$ cat src/rtl/simon_pkg.sv
// rtl/simon_pkg.sv - Simon message codes, 7-segment glyphs and glyph-index helpers
package simon_pkg;

    localparam logic [3:0] MSG_RED   = 4'd0;
    localparam logic [3:0] MSG_GREEN = 4'd1;
    localparam logic [3:0] MSG_BLUE  = 4'd2;
    localparam logic [3:0] MSG_YEL   = 4'd3;
    localparam logic [3:0] MSG_RDY   = 4'd4;
    localparam logic [3:0] MSG_GOOD  = 4'd5;
    localparam logic [3:0] MSG_ERR   = 4'd6;
    localparam logic [3:0] MSG_DONE  = 4'd7;
    localparam logic [3:0] MSG_SCORE = 4'd8;

    // Segment order {g,f,e,d,c,b,a}, active-low
    localparam logic [6:0] SEG_0     = 7'h40;
    localparam logic [6:0] SEG_1     = 7'h79;
    localparam logic [6:0] SEG_2     = 7'h24;
    localparam logic [6:0] SEG_3     = 7'h30;
    localparam logic [6:0] SEG_4     = 7'h19;
    localparam logic [6:0] SEG_5     = 7'h12;
    localparam logic [6:0] SEG_6     = 7'h02;
    localparam logic [6:0] SEG_7     = 7'h78;
    localparam logic [6:0] SEG_8     = 7'h00;
    localparam logic [6:0] SEG_9     = 7'h10;
    localparam logic [6:0] SEG_P     = 7'h0C;
    localparam logic [6:0] SEG_DASH  = 7'h3F;
    localparam logic [6:0] SEG_R     = 7'h2F;
    localparam logic [6:0] SEG_E     = 7'h06;
    localparam logic [6:0] SEG_D     = 7'h21;
    localparam logic [6:0] SEG_G     = 7'h42;
    localparam logic [6:0] SEG_N     = 7'h2B;
    localparam logic [6:0] SEG_B     = 7'h03;
    localparam logic [6:0] SEG_L     = 7'h47;
    localparam logic [6:0] SEG_U     = 7'h63;
    localparam logic [6:0] SEG_Y     = 7'h11;
    localparam logic [6:0] SEG_O     = 7'h23;
    localparam logic [6:0] SEG_BLANK = 7'h7F;

    // Decimal digits occupy indices 0..9 so a BCD nibble maps straight across
    typedef enum logic [4:0] {
        GL_0 = 5'd0, GL_1, GL_2, GL_3, GL_4, GL_5, GL_6, GL_7, GL_8, GL_9,
        GL_P, GL_DASH, GL_R, GL_E, GL_D, GL_G, GL_N, GL_B, GL_L, GL_U,
        GL_Y, GL_O, GL_BLANK
    } glyph_e;

    function automatic glyph_e digit_glyph(input logic [3:0] nib);
        return (nib <= 4'd9) ? glyph_e'({1'b0, nib}) : GL_DASH;
    endfunction

    function automatic logic [6:0] glyph_seg(input glyph_e g);
        case (g)
            GL_0:    return SEG_0;
            GL_1:    return SEG_1;
            GL_2:    return SEG_2;
            GL_3:    return SEG_3;
            GL_4:    return SEG_4;
            GL_5:    return SEG_5;
            GL_6:    return SEG_6;
            GL_7:    return SEG_7;
            GL_8:    return SEG_8;
            GL_9:    return SEG_9;
            GL_P:    return SEG_P;
            GL_DASH: return SEG_DASH;
            GL_R:    return SEG_R;
            GL_E:    return SEG_E;
            GL_D:    return SEG_D;
            GL_G:    return SEG_G;
            GL_N:    return SEG_N;
            GL_B:    return SEG_B;
            GL_L:    return SEG_L;
            GL_U:    return SEG_U;
            GL_Y:    return SEG_Y;
            GL_O:    return SEG_O;
            default: return SEG_BLANK;
        endcase
    endfunction

endpackage

$ cat src/rtl/bin2bcd_seq.sv
// rtl/bin2bcd_seq.sv - sequential 8-bit double-dabble converter with start/busy/done handshake
module bin2bcd_seq
    import simon_pkg::*;
(
    input  logic        clk,
    input  logic        reset,
    input  logic        start,
    input  logic [7:0]  bin,
    output logic        busy,
    output logic        done,
    output logic [11:0] bcd
);

    typedef enum logic [1:0] {C_IDLE, C_SHIFT, C_COMMIT} conv_state_e;

    conv_state_e state;
    logic [19:0] sr;
    logic [19:0] adj;
    logic [2:0]  shift_cnt;

    always_comb begin
        adj = sr;
        if (sr[11:8]  >= 4'd5) adj[11:8]  = sr[11:8]  + 4'd3;
        if (sr[15:12] >= 4'd5) adj[15:12] = sr[15:12] + 4'd3;
        if (sr[19:16] >= 4'd5) adj[19:16] = sr[19:16] + 4'd3;
    end

    always_ff @(posedge clk) begin
        if (!reset) begin
            state     <= C_IDLE;
            sr        <= '0;
            shift_cnt <= '0;
            busy      <= 1'b0;
        end else begin
            case (state)
                C_IDLE: begin
                    if (start) begin
                        sr        <= {12'd0, bin};
                        shift_cnt <= '0;
                        busy      <= 1'b1;
                        state     <= C_SHIFT;
                    end
                end
                C_SHIFT: begin
                    sr        <= {adj[18:0], 1'b0};
                    shift_cnt <= shift_cnt + 3'd1;
                    if (shift_cnt == 3'd7) state <= C_COMMIT;
                end
                C_COMMIT: begin
                    busy  <= 1'b0;
                    state <= C_IDLE;
                end
                default: state <= C_IDLE;
            endcase
        end
    end

    // Consumer captures bcd on the commit edge while done is high
    assign done = (state == C_COMMIT);
    assign bcd  = sr[19:8];

endmodule

$ cat src/rtl/simon_msg_display.sv
// rtl/simon_msg_display.sv - Simon message/score renderer on a 4-digit 7-seg; MSG_DISPLAY_BLINK_EN blinks "Err "
module simon_msg_display
    import simon_pkg::*;
#(
    parameter int REFRESH_DIV = 50000,
    parameter int BLINK_DIV   = 12500000
) (
    input  logic       clk,
    input  logic       reset,
    input  logic [3:0] msg,
    input  logic [7:0] score,
    output logic [6:0] seg,
    output logic [3:0] an,
    output logic       busy
);

    localparam int RW = (REFRESH_DIV > 2) ? $clog2(REFRESH_DIV) : 1;
    localparam logic [RW-1:0] R_TERM = RW'(REFRESH_DIV - 1);

    logic [3:0]    msg_q;
    logic [7:0]    score_q;
    logic [7:0]    score_last;
    logic [11:0]   bcd_disp;
    logic [11:0]   bcd_result;
    logic          conv_start;
    logic          conv_done;
    logic [RW-1:0] refresh_cnt;
    logic [1:0]    idx;
    logic [1:0]    idx_next;
    logic [3:0]    an_q;

    assign conv_start = !busy && (score_q != score_last);
    assign idx_next   = idx + 2'd1;

    bin2bcd_seq u_bcd (
        .clk   (clk),
        .reset (reset),
        .start (conv_start),
        .bin   (score_q),
        .busy  (busy),
        .done  (conv_done),
        .bcd   (bcd_result)
    );

    always_ff @(posedge clk) begin
        if (!reset) begin
            msg_q      <= '0;
            score_q    <= '0;
            score_last <= '0;
            bcd_disp   <= '0;
        end else begin
            msg_q   <= msg;
            score_q <= score;
            if (conv_start) score_last <= score_q;
            if (conv_done)  bcd_disp   <= bcd_result;
        end
    end

    // Four glyphs packed leftmost-first; digit d lives at bits [d*5 +: 5]
    function automatic glyph_e text_glyph(input logic [3:0] m, input logic [1:0] d,
                                          input logic [11:0] b);
        logic [19:0] row;
        case (m)
            MSG_RED:   row = {GL_R, GL_E, GL_D, GL_BLANK};
            MSG_GREEN: row = {GL_G, GL_R, GL_N, GL_BLANK};
            MSG_BLUE:  row = {GL_B, GL_L, GL_U, GL_E};
            MSG_YEL:   row = {GL_Y, GL_E, GL_L, GL_BLANK};
            MSG_RDY:   row = {GL_R, GL_D, GL_Y, GL_BLANK};
            MSG_GOOD:  row = {GL_G, GL_O, GL_O, GL_D};
            MSG_ERR:   row = {GL_E, GL_R, GL_R, GL_BLANK};
            MSG_DONE:  row = {GL_D, GL_O, GL_N, GL_E};
            MSG_SCORE: row = {GL_P, digit_glyph(b[11:8]), digit_glyph(b[7:4]),
                              digit_glyph(b[3:0])};
            default:   row = {GL_DASH, GL_DASH, GL_DASH, GL_DASH};
        endcase
        return glyph_e'(row[int'(d) * 5 +: 5]);
    endfunction

    always_ff @(posedge clk) begin
        if (!reset) begin
            refresh_cnt <= '0;
            idx         <= '0;
            an_q        <= 4'hF;
            seg         <= SEG_BLANK;
        end else if (refresh_cnt == R_TERM) begin
            refresh_cnt <= '0;
            idx         <= idx_next;
            an_q        <= ~(4'b0001 << idx_next);
            seg         <= glyph_seg(text_glyph(msg_q, idx_next, bcd_disp));
        end else begin
            refresh_cnt <= refresh_cnt + 1'b1;
        end
    end

`ifdef MSG_DISPLAY_BLINK_EN
    localparam int BW = (BLINK_DIV > 2) ? $clog2(BLINK_DIV) : 1;
    localparam logic [BW-1:0] B_TERM = BW'(BLINK_DIV - 1);

    logic [BW-1:0] blink_cnt;
    logic          phase;

    always_ff @(posedge clk) begin
        if (!reset) begin
            blink_cnt <= '0;
            phase     <= 1'b0;
        end else if (blink_cnt == B_TERM) begin
            blink_cnt <= '0;
            phase     <= ~phase;
        end else begin
            blink_cnt <= blink_cnt + 1'b1;
        end
    end

    // Only the anodes are gated so the scan stays in step across the dark phase
    assign an = (msg_q == MSG_ERR && phase) ? 4'hF : an_q;
`else
    assign an = an_q;
`endif

endmodule

$ cat config.mk
export PLATFORM = sky130hd
export DESIGN_NAME = simon_msg_display
export DESIGN_NICKNAME = d
export VERILOG_FILES = /design/src/rtl/simon_pkg.sv /design/src/rtl/bin2bcd_seq.sv /design/src/rtl/simon_msg_display.sv
export SDC_FILE = /design/constraint.sdc
export NUM_CORES = 1
export LEC_CHECK = 0
export ABC_AREA = 0
export CORE_MARGIN = 2
export CORE_UTILIZATION = 40
export DETAILED_ROUTE_END_ITERATION = 6
export PLACE_DENSITY_LB_ADDON = 0.2
export SETUP_SLACK_MARGIN = 0.3
export SLEW_MARGIN = 20
export SYNTH_ARGS = -nofsm -noshare
export SYNTH_HDL_FRONTEND = slang
export SYNTH_HIERARCHICAL = 1
export SYNTH_SLANG_ARGS = --single-unit
$ cat constraint.sdc
create_clock -name clk -period 4.8 [get_ports clk]
set_input_delay 0.48 -clock clk [delete_from_list [all_inputs] [get_ports clk]]
set_output_delay 0.48 -clock clk [all_outputs]
set_load 0.05 [all_outputs]
* Word-level counts from Yosys, hierarchy flattened *
Memories as Yosys holds them, arrays and structs flattened. A register that Yosys moved wholly into a read port is not among the register bits.
Index checks and enable logic that the tools add are counted.

cells by class
  add/subtract/negate cells = 6
  $mul = 1
  divide/modulo/power cells = 0
  $lt $le $gt $ge = 6
  equal/unequal tests = 15
  shift-type cells = 2
  multiplexer cells = 18
  bitwise operators = 2
  reduce and logical (&&, ||, !) cells = 11

operator list
  kind                                                                count
  one-hot mux 20 bit (9 select lines)                                 1
  two-way mux 20 bit                                                  3
  one-hot mux 20 bit (2 select lines)                                 1
  two-way mux 4 bit                                                   5
  variable part select 20 x 6 -> 5 bit                                1
  adder 16 x 1 -> 16 bit (second input constant)                      1
  equality test 16 bit (second input constant)                        1
  equality test 4 x 3 -> 1 bit (second input constant)                4
  greater-or-equal comparator 4 x 3 -> 1 bit (second input constant)  3
  less-or-equal comparator 4 bit (second input constant)              3
  adder 4 x 2 -> 4 bit (second input constant)                        2
  equality test 4 x 2 -> 1 bit (second input constant)                2
  inequality test 8 bit                                               1
  two-way mux 3 bit                                                   2
  one-hot mux 3 bit (2 select lines)                                  1
  AND reduction 2 bit                                                 3
  multiplier 2 x 3 -> 5 bit (second input constant)                   1
  equality test 4 x 1 -> 1 bit (second input constant)                1
  equality test 4 bit (second input constant)                         1
  zero test 4 bit                                                     1
  two-way mux 2 bit                                                   2
  NOT 4 bit                                                           1
  one-hot mux 2 bit (2 select lines)                                  1
  nonzero test 2 bit                                                  2
  16 further kinds                                                    17

word-level totals
  register bits = 80
  bits in latches = 0
  bits in writable memories = 0
  ROM bits = 224
  input port bits = 14
  output and inout bits = 12
  memories kept = 1

memories
  name              depth  bits a word  read ports  clocked after Yosys merged registers in  wr ports  line             source
  (name not given)  32     7            1           1                                        0         simon_pkg.sv:51  case (g)

* Depth between registers and ports, before layout *
  word-level depth = 6
  mapped depth = 16

* Modules after synthesis *
The synthesis kept the hierarchy.

by module, submodules not included
  module             instances  cells each  area each (sq um)  seq. area each (sq um)
  simon_msg_display  1          366         3,130.5            1,221.2
  bin2bcd_seq        1          144         1,271.2            520.5

* Least setup slack after synthesis *
No wires, ideal clock.

  path type = register -> register
  start = reg idx[0]
  end = reg seg[5]
  setup time = 140 ps
  arrival = 3,423 ps
  data required time = 4,660 ps
  path slack = 1,237 ps
  stages on the path, launching flop included = 15
  path buffers = 3
  clock period less this slack = 3,563 ps
  cells stage by stage = dfxtp_1 clkbuf_1 inv_1 ha_1 clkbuf_1 clkbuf_1 nand2_1 o32ai_1 a21oi_1 o22ai_1 inv_1 ha_1 or4_1 o211ai_1 a32oi_1

on the way
  cells in the longest elaborated chain, start to end = 3

ends and longest elaborated chain
  element                               line                     source
  from (decl)                           simon_msg_display.sv:28  logic [1:0] idx;
  from (signal assigned)                simon_msg_display.sv:87  idx <= idx_next;
  adder 2 x 1 -> 2 bit                  simon_msg_display.sv:33  assign idx_next = idx + 2'd1;
  named net idx_next[0]                 simon_msg_display.sv:29  logic [1:0] idx_next;
  multiplier 2 x 3 -> 5 bit             simon_msg_display.sv:76  return glyph_e'(row[int'(d) * 5 +: 5]);
  variable part select 20 x 6 -> 5 bit  simon_msg_display.sv:76
  to (decl)                             simon_msg_display.sv:12  output logic [6:0] seg,

The timed path passes the listed nets, and every way through them passes these cells.
A chain may end at the register's enable or synchronous reset.

* Worst setup path after layout *
Ends and elaborated chain as after synthesis.

==> run metrics <==
clock slew at reported path FFs=0.09 ns; fraction of layout cells with a size suffix above 1=0.0568; RSZ-0062 raised after global routing=no; Iter 0 DRT Violations=240; crit-path max FO=21; area occupied by multi-input gates=2460 sq um; run status=finished clean; synth top area cells=dfxtp_1, ha_1, nor2_1; P per Cell Area=296 nW/um^2; Setup CP Type=register to register; Die Span Y=109 um; met2 wire len=4210 um; Seq pwr share=0.531; vias=3572; syn_area_per_cell=8.63 sq um; Antenna Cells=0; Post-synth EDFFs=0; I/O pins=26; Final Non-Filler Cells=668; flip-flop and latch area=1740 sq um; Comb power frac=0.128; FP Rows=38; Worst-Skew Late Latency=0.36 ns; vias in the first global route=3336; routed len/inst=13.6 um; period utilization=0.819; # fillers=1061; switching portion of total power=0.270; Hold-fix buffers, CTS=0; Final nets=557; Final Power=1.46 mW; flops & latches, synth=87; worst slew pin tran=0.804 ns; Cells after Synth=510; Met1 Wirelength=4410 um; Yosys top cell by area=dfxtp_1; Final TNS setup=0 ns; CTS sink cnt=87; Placed Cells=653; GRT Util Overall=0.165; Distinct cells, synth=66; Switch Pwr=393 uW; post-synthesis net count=543; most frequent cell after synthesis=dfxtp_1; largest net degree at the start of global routing=43; Required @ worst endpoint=5.01 ns; top routing layer in use=met4; MaxCap Viol Count=0; DP HPWL=6230 um; post-synth top area share=0.396; cell internal pwr=1.06 mW; first-pass GRT wire length=15600 um; Hold WC Path Type=register to register; initial antenna violation count=0; Die Span X=109 um; Critical Path AT=4.14 ns; worst clock skew=0.0133 ns; Post-Syn Area=4400 sq um; Seq/Total Area, Yosys=0.396; ys async rst share=0; final hold violations=0; setup violators final=0; Worst Setup End Kind=register; Synth top cells by count=dfxtp_1, nor2_1, nand2_1; Avg Vias per Cell=5.35; CTS tree=yes; core area=10800 sq um; prevailing post-synth register cell=dfxtp_1; GR Overflow Total=0; synthesis warning total=6; CTS HTree Levels=3; Slew Viols, Final=0; Post-DRT Antenna Nets=0; Slew HR=0.464; Leakage=1.92 nW; Resized cells post-CTS=0; gp weighted congestion=0.862; Met3 Routed Length=333 um; DR DRC count=0; Initial Utilization=0.408; startpoint types=register; DIE AREA=11900 sq um; CTS Buf Count=9; Area Growth Syn to Fin=12.0%; f_max=254 MHz; Port Buffers=25; Final min period=3.93 ns; post-CTS setup buffers=0; drt pass-1 iters=4; CTS Buffer Depth=2; Clk pwr share=0.341; final WL=9080 um; Root Buffer=clkbuf_8; Peak supply drop=215 uV
power by group through the flow:
stage | Combinational (mW) | Sequential [mW] | Clock [mW]
final | 0.187 | 0.773 | 0.497
after global routing | 0.211 | 0.777 | 0.547
after CTS | 0.186 | 0.773 | 0.518
after detailed placement | 0.185 | 0.790 | 0
after global placement | 0.182 | 0.789 | 0
after floorplan | 0.148 | 0.781 | 0
sequential cells by signal, summed over array words and instances, names as in the netlist:
register	count
u_bcd/sr	20
refresh_cnt	16
bcd_disp	12
score_last	8
score_q	8
seg	7
an	4
msg_q	4
u_bcd/shift_cnt	3
idx	2
u_bcd/state	2
u_bcd/busy	1
cells in the final DEF (no fill, tap or decap), types with 5 or more instances in the layout:
cell type and n:
o21ai_0 29, clkbuf_8 9, and2_1 14, inv_1 19, o211a_1 8, nor2_1 58, o211ai_1 6, dfxtp_1 87
nand2b_1 6, nand2_1 43, a22oi_1 5, nor2b_1 13, buf_4 6, a21oi_1 18, clkdlybuf4s50_1 25, xnor2_1 12
nand3_1 17, ha_1 19, xor2_1 17, mux2i_1 20, nor3_1 12
layout make-up:
class / count / share of cell area
tap: 140 / 0.0355
inverter: 20 / 0.0152
multi-input combinational: 375 / 0.498
timing repair buffer: 31 / 0.0599
clock inverter: 5 / 0.0117
clock buffer: 10 / 0.0259
sequential: 87 / 0.353
stage by stage:
stage	setup WS, ns	cell area [sq um]	util	hold slack [ns]
after floorplan	1.24	4400	-	0.418
after global placement	0.800	4740	0.439	0.431
after detailed placement	0.635	4740	0.439	0.441
after CTS	0.619	4920	0.456	0.459
after global routing	0.558	4930	0.457	0.503
final	0.868	4930	0.457	0.460
final timing paths:
check | cells past startpoint | slack, ns | endpoint | start
worst max-delay path | 11 | 0.87 | seg[5]$_SDFFE_PN1P_ | idx[0]$_SDFFE_PN0P_
worst min register to register | 1 | 0.46 | refresh_cnt[0]$_SDFF_PP0_ | refresh_cnt[0]$_SDFF_PP0_
worst max register to register | 11 | 0.87 | seg[5]$_SDFFE_PN1P_ | idx[0]$_SDFFE_PN0P_
worst min-delay path | 1 | 0.46 | refresh_cnt[0]$_SDFF_PP0_ | refresh_cnt[0]$_SDFF_PP0_
per-layer routing:
layer,vias to the layer above,track usage
li1,1823,-
met1,1668,0.222
met2,67,0.260
met3,14,0.0400
met4,0,0.0504
met5,-,0
cells by family (layout without fill, tap and decap cells):
logic type,after synthesis,in the layout,share of synthesized area
flip-flops,87,87,0.396
adder cells (fa/ha/maj),19,19,0.0540
AND/OR/NAND/NOR,192,192,0.215
buffers and inverters,48,66,0.0475
XOR/XNOR,29,29,0.0577
multiplexers,22,22,0.0506
AO/OA/AOI/OAI,113,113,0.179
worst max-delay path, stage by stage, from the launching register on:
cell,delay [ns]
dfxtp_1,0.78
inv_1,0.32
ha_1,0.73
nand2_1,0.10
o32ai_1,0.14
a21oi_1,0.11
o22ai_2,0.44
inv_1,0.17
ha_1,0.26
or4_1,0.51
o211ai_1,0.12
a32oi_1,0.11
No activity file was read; power rests on OpenSTA's default activity.
